File: config.mk
export PLATFORM = sky130hd
export DESIGN_NAME = seq_alu
export DESIGN_NICKNAME = d
export VERILOG_FILES = /design/src/rtl/alu_pkg.sv /design/src/rtl/alu_comb.sv /design/src/rtl/seq_alu.sv
export SDC_FILE = /design/constraint.sdc
export NUM_CORES = 1
export LEC_CHECK = 0
export ABC_CLOCK_PERIOD_IN_PS = 1950
export BUFFER_PORTS_ARGS = -buffer_cell sky130_fd_sc_hd__buf_2
export CAP_MARGIN = 20
export CORE_MARGIN = 2
export CORE_UTILIZATION = 50
export CTS_CLUSTER_SIZE = 14
export DETAILED_ROUTE_END_ITERATION = 6
export GPL_TIMING_DRIVEN = 0
export PLACE_DENSITY = 0.84
export SYNTH_ARGS = -nofsm -noshare
export SYNTH_HDL_FRONTEND = slang
export SYNTH_HIERARCHICAL = 1
export SYNTH_SLANG_ARGS = --single-unit
File: constraint.sdc
create_clock -name clk -period 1.95 [get_ports clk]
set_input_delay 0.39 -clock clk [delete_from_list [all_inputs] [get_ports clk]]
set_output_delay 0.39 -clock clk [all_outputs]
set_load 0.01 [all_outputs]
File: src/rtl/alu_pkg.sv
// ============================================================================
//  alu_pkg : operation codes and FSM states shared by the ALU decoder and seq_alu
//  Revision : 1.0  initial release
// ============================================================================
`default_nettype none

package alu_pkg;

    localparam logic [2:0] ALU_ADD = 3'b000;
    localparam logic [2:0] ALU_SLL = 3'b001;
    localparam logic [2:0] ALU_SUB = 3'b010;
    localparam logic [2:0] ALU_XOR = 3'b100;
    localparam logic [2:0] ALU_SRL = 3'b101;
    localparam logic [2:0] ALU_OR  = 3'b110;
    localparam logic [2:0] ALU_AND = 3'b111;

    typedef enum logic [1:0] {
        ST_IDLE  = 2'd0,
        ST_SHIFT = 2'd1,
        ST_DONE  = 2'd2
    } state_t;

    function automatic logic is_shift(input logic [2:0] op);
        return (op == ALU_SLL) || (op == ALU_SRL);
    endfunction

endpackage

`default_nettype wire

File: src/rtl/alu_comb.sv
// ============================================================================
//  alu_comb : single-cycle add/sub/xor/or/and selected by the ALU control code
//  Revision : 1.0  initial release
// ============================================================================
`default_nettype none

module alu_comb
    import alu_pkg::*;
#(
    parameter int WIDTH = 32
) (
    input  logic [2:0]       op_i,
    input  logic [WIDTH-1:0] a_i,
    input  logic [WIDTH-1:0] b_i,
    output logic [WIDTH-1:0] y_o
);

    // Unused code 011 and the shift codes fall through to add.
    always_comb begin
        y_o = a_i + b_i;
        case (op_i)
            ALU_SUB: y_o = a_i - b_i;
            ALU_XOR: y_o = a_i ^ b_i;
            ALU_OR:  y_o = a_i | b_i;
            ALU_AND: y_o = a_i & b_i;
            default: y_o = a_i + b_i;
        endcase
    end

endmodule

`default_nettype wire

File: src/rtl/seq_alu.sv
// ============================================================================
//  seq_alu : multi-cycle execution unit with a one-bit-per-cycle serial shifter
//  Revision : 1.0  initial release
// ============================================================================
`default_nettype none

module seq_alu
    import alu_pkg::*;
#(
    parameter int WIDTH   = 32,
    parameter int SHAMT_W = 5
) (
    input  logic             clk,
    input  logic             rst_n,
    input  logic             start,
    input  logic [2:0]       ALUcontrol,
    input  logic [WIDTH-1:0] srcA,
    input  logic [WIDTH-1:0] srcB,
    output logic [WIDTH-1:0] result,
    output logic             zero,
    output logic             busy,
    output logic             done
);

    state_t               state_q;
    logic [WIDTH-1:0]     acc_q;
    logic [SHAMT_W-1:0]   cnt_q;
    logic                 dir_right_q;
    logic [WIDTH-1:0]     result_q;
    logic                 zero_q;
    logic                 busy_q;
    logic                 done_q;

    logic [WIDTH-1:0]     w_comb_y;
    logic [SHAMT_W-1:0]   w_shamt;
    logic                 w_serial;
    logic [WIDTH-1:0]     w_imm_d;
    logic [WIDTH-1:0]     w_acc_d;

    alu_comb #(
        .WIDTH (WIDTH)
    ) u_alu_comb (
        .op_i (ALUcontrol),
        .a_i  (srcA),
        .b_i  (srcB),
        .y_o  (w_comb_y)
    );

    assign w_shamt  = srcB[SHAMT_W-1:0];
    assign w_serial = is_shift(ALUcontrol) && (w_shamt != '0);
    // A zero-amount shift completes immediately and simply returns A.
    assign w_imm_d  = is_shift(ALUcontrol) ? srcA : w_comb_y;
    assign w_acc_d  = dir_right_q ? (acc_q >> 1) : (acc_q << 1);

    always_ff @(posedge clk or negedge rst_n) begin
        if (!rst_n) begin
            state_q     <= ST_IDLE;
            acc_q       <= '0;
            cnt_q       <= '0;
            dir_right_q <= 1'b0;
            result_q    <= '0;
            zero_q      <= 1'b1;
            busy_q      <= 1'b0;
            done_q      <= 1'b0;
        end else begin
            case (state_q)
                ST_IDLE, ST_DONE: begin
                    state_q <= ST_IDLE;
                    done_q  <= 1'b0;
                    if (start) begin
                        if (w_serial) begin
                            state_q     <= ST_SHIFT;
                            acc_q       <= srcA;
                            cnt_q       <= w_shamt;
                            dir_right_q <= (ALUcontrol == ALU_SRL);
                            busy_q      <= 1'b1;
                        end else begin
                            state_q  <= ST_DONE;
                            result_q <= w_imm_d;
                            zero_q   <= (w_imm_d == '0);
                            done_q   <= 1'b1;
                        end
                    end
                end
                ST_SHIFT: begin
                    acc_q <= w_acc_d;
                    cnt_q <= cnt_q - SHAMT_W'(1);
                    if (cnt_q == SHAMT_W'(1)) begin
                        state_q  <= ST_DONE;
                        busy_q   <= 1'b0;
                        done_q   <= 1'b1;
                        result_q <= w_acc_d;
                        zero_q   <= (w_acc_d == '0);
                    end
                end
                default: begin
                    state_q <= ST_IDLE;
                    busy_q  <= 1'b0;
                    done_q  <= 1'b0;
                end
            endcase
        end
    end

    assign result = result_q;
    assign zero   = zero_q;
    assign busy   = busy_q;
    assign done   = done_q;

endmodule

`default_nettype wire

# ---- Word level (Yosys, flattened, before mapping)
# Cells that the tools add are included.
dict set report op_classes {
  n_addsub 3
  bitwise 3
  muxes 29
  n_reduce_logical 12
  n_eq_ne 13
}
# operator n
set ops {}
lappend ops {{$mux W32} 7}
lappend ops {{$pmux W32 S2} 2}
lappend ops {{$pmux W32 S4} 1}
lappend ops {{$logic_not A32 Y1} 2}
lappend ops {{$add A32 B32 Y32} 1}
lappend ops {{$and A32 B32 Y32} 1}
lappend ops {{$or A32 B32 Y32} 1}
lappend ops {{$sub A32 B32 Y32} 1}
lappend ops {{$xor A32 B32 Y32} 1}
lappend ops {{$eq A3 B3 Y1 const B} 4}
lappend ops {{$mux W5} 2}
lappend ops {{$pmux W5 S2} 1}
lappend ops {{$mux W1} 9}
lappend ops {{$reduce_and A3 Y1} 3}
lappend ops {{$ne A2 B2 Y1 const B} 4}
lappend ops {{$mux W2} 3}
lappend ops {{$pmux W1 S2} 3}
lappend ops {{$eq A5 B1 Y1 const B} 1}
lappend ops {{$reduce_bool A5 Y1} 1}
lappend ops {{$sub A5 B1 Y5 const B} 1}
lappend ops {{$pmux W2 S2} 1}
lappend ops {{$reduce_and A4 Y1} 1}
lappend ops {{$eq A3 B1 Y1 const B} 1}
lappend ops {{$eq A3 B2 Y1 const B} 1}
lappend ops {{7 further kinds} 7}
dict set report totals {
  register_bits 75
  in_bits 70
}

# ---- Depth between registers and ports, before layout
dict set report logic_depth {
  ltp_word 7
  mapped_depth 23
  mapped_depth_nobuf 23
}

# ---- Cells and area by module
# The synthesis kept the hierarchy.
# mod instances seq_area_each_um2 area_each_um2 cells_per_inst
set by_module_without_submodules {}
lappend by_module_without_submodules {alu_comb 1 0.0 4375.4 641}
lappend by_module_without_submodules {seq_alu 1 1853.0 4319.1 494}

# ---- Worst setup path before layout
# Ideal clock, no wire load.
dict set report synth_path {
  kind {in2reg}
  from {input port ALUcontrol[1]}
  to {register zero_q (netlist: zero)}
  arrival_ns 4.081
  setup_slack_ns -2.208
  stages 18
  t_required_ns 1.873
  path_cell_list {inv_1 > clkbuf_1 > nor3_1 > clkbuf_1 > mux2i_1 > fa_1 > a21o_1 > a221oi_4 > o311ai_4 > and4_4 > nor2_4 > a21oi_2 > xnor2_1 > a22oi_1 > or4_1 > a21oi_1 > nand4_1 > a31oi_1}
}
dict set report synth_via {
  elab_chain_cells 7
}
# item line
set synth_lines {}
lappend synth_lines {{start, declared} seq_alu.sv:16} ;# input logic [2:0] ALUcontrol,
lappend synth_lines {{$eq A3 B3 Y1 / $eq A3 B2 Y1 (equally long branches)} alu_comb.sv:21} ;# case (op_i)
lappend synth_lines {{$pmux W32 S4 *} alu_comb.sv:21}
lappend synth_lines {{via w_comb_y[28]} seq_alu.sv:34} ;# logic [WIDTH-1:0] w_comb_y;
lappend synth_lines {{$mux W32 *} seq_alu.sv:52} ;# assign w_imm_d = is_shift(ALUcontrol) ? srcA : w_comb_y;
lappend synth_lines {{$logic_not A32 Y1 *} seq_alu.sv:80} ;# zero_q <= (w_imm_d == '0);
lappend synth_lines {{$mux W1 *} seq_alu.sv:71} ;# if (w_serial) begin
lappend synth_lines {{$mux W1 *} seq_alu.sv:70} ;# if (start) begin
lappend synth_lines {{$pmux W1 S2 *} seq_alu.sv:66} ;# case (state_q)
lappend synth_lines {{end signal, assigned} seq_alu.sv:80}
lappend synth_lines {{end signal, assigned} seq_alu.sv:93} ;# zero_q <= (w_acc_d == '0);
lappend synth_lines {{end, declared} seq_alu.sv:30} ;# logic zero_q;
# The timed path passes the listed nets; every way through them passes the cells marked *. The select of a mux whose other input is x is not followed.
# A chain may end at the register's enable or synchronous reset.

# ---- Worst setup path in the final report
dict set report layout_path {
  from {input port srcB[2]}
  to {register zero_q (netlist: zero)}
}
dict set report layout_via {
  elab_chain_cells 7
}
# item line
set layout_lines {}
lappend layout_lines {{start, declared} seq_alu.sv:18} ;# input logic [WIDTH-1:0] srcB,
lappend layout_lines {{$add A32 B32 Y32 / $sub A32 B32 Y32 (equally long branches)} {alu_comb.sv:26, alu_comb.sv:22}}
lappend layout_lines {{$pmux W32 S4 *} alu_comb.sv:21}
lappend layout_lines {{via w_comb_y[28]} seq_alu.sv:34}
lappend layout_lines {{$mux W32 *} seq_alu.sv:52}
lappend layout_lines {{$logic_not A32 Y1 *} seq_alu.sv:80}
lappend layout_lines {{$mux W1 *} seq_alu.sv:71}
lappend layout_lines {{$mux W1 *} seq_alu.sv:70}
lappend layout_lines {{$pmux W1 S2 *} seq_alu.sv:66}
# Marks and branches as above.

==> results.yml <==
power_and_ir_drop:
  combPwrFrac: 0.612
  internal-power_mw: 6.47
  switching_share: 0.454
  switchingPower_mw: 5.38
  power.leakage_nw: 5.31
  irDropWorstVdd_mv: 0.854
  p_seq_frac: 0.256
  clock_power_share: 0.133
  powerDensity_mw_per_mm2: 1020
global_route:
  grt_overflow: 0
  antenna_found_initial: 0
  grt_pass1_vias: 9276
  grt_pass1_wl_um: 49100
  grt_max_degree: 45
  grt_use_total: 0.341
min_path:
  holdPathStages: 3
  hold_path_end: "busy"
  hold_path.class: "input pin to flip-flop"
  min_from: "start"
routing:
  wire_per_inst_um: 21.5
  dr_total_vias: 10100
  drtIter0Drc: 1228
  drc: 5
  drtAntennaViolNets: 0
  totalWireLength_um: 33300
  routed_via_density: 6.55
  dr.pass1.iters: 7
floorplan:
  core_sq_mm: 0.0172
  dieArea_sq_mm: 0.0185
  ioPinCount: 105
  initial_core_util: 0.506
  die_w_um: 136
  die_h_um: 136
  rows: 48
critical_path:
  end_kind: "flip-flop"
  critical_path.most_common_cell: "a21oi_2"
  cp.arrival_ps: 4750
  crit_chain: "buf_12 > nor4_4 > and4_4 > and2_4 > nand2_4 > nor3_4 > and2_4 > a21oi_2 > xnor2_1 > ha_1 > buf_6 > a211o_1 > o21ai_1 > o211ai_1 > a41oi_2 > a21oi_2 > xnor2_1 > a22oi_2 > or4_4 > a21oi_2 > nand4_1 > a31oi_1"
  worstReg2RegStart: "state_q[0]"
  r2r_setup_slack_ps: -160
  r2r_end: "result[19]"
  ff2ff_path_depth: 5
  critPathTopFamily: "simple AND/OR/NAND/NOR gates"
  start_kind: "input pin"
  worst-path-buf-inv: 2
  worstSetupPathType: "input pin to flip-flop"
  required_ps: 2210
  critPathMaxStageDelay_ps: 520
  cpMaxStageDelayCell: "or4_4"
  crit_path_max_fanout: 4
timing:
  tightest_slew_ps: 760
  finalClockSkew_ps: 9.05
  fin_crit_ps: 4490
  setup_viol: 33
  slew_viol_final: 0
  period_share: 2.31
  grt_setup_unrepaired: "true"
  max_freq_ghz: 0.222
  relSlewSlack: 0.493
  fin_ws_ps: -2540
  final-hold-violation-count: 0
  fin_hold_ws_ps: 351
clocking:
  htreeDepth: 3
  clk_pin_slew_ps: 60
  clk_latency_ps: 350
  clockBufferDepth: 2
  cts_sinks: 74
  cts_root_buffer: "clkbuf_16"
  cts_buffers: 9
  cts_tree: "yes"
cells_and_area:
  final_common_cell: "nand2_1"
  layout_common_cells: "nand2_1, buf_2, nor2_1, ha_1, dfrtp_1"
  layout-drive-gt1-share: 0.328
  final_util: 0.680
  area_growth_pct: 34.2
  layout.nets: 1486
  antennaDiodeCount: 0
synth:
  syn_area_sq_mm: 0.00869
  async_flop_share: 1.00
  syn_nets: 1304
  ys_types: 76
  synth_warnings: 6
  synth_flop_cell: "dfrtp_1"
  ys_ff_latch: 74
  syn_area_per_cell_sq_um: 7.66
  synth_edf_count: 0
  syn_inst: 1135
  yosysSeqAreaShare: 0.213
place:
  pre_cts_ws_ps: -2970
  hpwlAfterDp_um: 23400
  portBuffers: 104
  gp_congestion: 0.971
run:
  drv_cap: 0
status:
  status: "finished, violations left"
  violations: "DRC, setup timing"
-- through the flow --
step	power (mW)	area, sq um	std cells	TNS [ps]
5_1_grt	12.5	11700	1547	-54630
3_5_place_dp	8.72	9770	1465	-83800
2_1_floorplan	6.83	8930	1135	-39530
4_1_cts	11.2	11100	1523	-45290
3_3_place_gp	8.56	9740	1464	-80060
6_report	11.9	11700	1547	-52690
-- power by group through the flow --
stage | Combinational (mW) | Sequential [mW] | Clock [mW]
3_5_place_dp | 5.72 | 3.00 | 0
5_1_grt | 7.70 | 3.13 | 1.64
6_report | 7.25 | 3.03 | 1.57
3_3_place_gp | 5.59 | 2.98 | 0
4_1_cts | 6.60 | 3.01 | 1.58
2_1_floorplan | 3.84 | 2.99 | 0
-- worst min-delay path, stage by stage --
cell	delay [ps]
buf_2	90
a21oi_1	50
o21ai_0	130
-- cell usage after synthesis, types with 3 or more instances --
master / number / area [sq um]
nand4_1: 13 / 81.3
a21o_1: 24 / 180
a21oi_1: 75 / 375
nor2_1: 94 / 353
xnor2_1: 47 / 412
a41oi_1: 3 / 26.3
and2_1: 3 / 18.8
buf_2: 3 / 15.0
and3_1: 9 / 56.3
nor4_1: 22 / 138
nand3_1: 12 / 60.1
a31oi_1: 45 / 282
o21ai_1: 7 / 35.0
a21boi_0: 3 / 22.5
o21ai_0: 50 / 250
mux2_2: 33 / 372
nand2b_1: 6 / 37.5
a211oi_1: 32 / 240
a22oi_1: 11 / 82.6
buf_6: 4 / 45.0
nor3_1: 17 / 85.1
nand2_1: 147 / 552
o31ai_1: 31 / 233
o21bai_1: 4 / 30.0
ha_1: 98 / 1230
clkbuf_1: 60 / 225
or3_1: 3 / 18.8
dfrtp_1: 73 / 1830
inv_1: 73 / 274
and4_1: 7 / 61.3
a22o_1: 7 / 61.3
o22ai_1: 17 / 106
xor2_1: 12 / 105
mux2i_1: 4 / 40.0
nor2b_1: 35 / 219
o211ai_1: 3 / 22.5
-- registers in the layout, summed over array words and instances (netlist names) --
name / cells
done: 1
result: 32
cnt_q: 5
state_q: 1
dir_right_q: 1
busy: 1
acc_q: 32
zero: 1
-- cell families (layout without fill, tap and decap cells) --
| family | count (synthesis) | count (layout) | share of synthesized area |
|---|---|---|---|
| and+or+nand+nor | 383 | 383 | 0.210 |
| AOI/OAI and AO/OA | 339 | 339 | 0.260 |
| buffers and inverters | 144 | 331 | 0.0669 |
| adders and majority gates | 99 | 99 | 0.143 |
| DFF | 74 | 74 | 0.213 |
| xor gates and xnor gates | 59 | 59 | 0.0594 |
| muxes | 37 | 37 | 0.0473 |
-- routing by layer --
metal / wire [um] / share of wire / track usage
met1: 12400 / 0.37 / 0.436
met2: 15200 / 0.46 / 0.563
met3: 3810 / 0.11 / 0.0582
met4: 1850 / 0.055 / 0.156
met5: 0 / 0 / 0
-- area by class of cell --
class                           instances  area (sq um)
Fill cell                            1361          5500
Sequential cell                        74          1850
Clock buffer                           10           229
Clock inverter                          6          51.3
Timing Repair Buffer                  174          1190
Tap cell                              225           282
Multi-Input combinational cell        917          7380
Buffer                                 67           407
Inverter                               74           280
-- how the worst max path moves through the flow --
stage,startpoint,endpoint,cells after the start
after global placement,srcB[3],zero,22
final,srcB[2],zero,22
after detailed placement,srcB[1],zero,23
after global routing,srcB[9],zero,22
after CTS,srcB[4],zero,22
after floorplan,srcB[3],zero,21
-- repair_timing --
action,4_1_cts,5_1_grt
pin swaps,89,65
hold buffers,1,0
endpoints found under the hold margin,14,0
setup buffers,44,27
resized for setup,164,107
setup endpoints to repair,71,70
No activity file was read; power rests on OpenSTA's default activity.
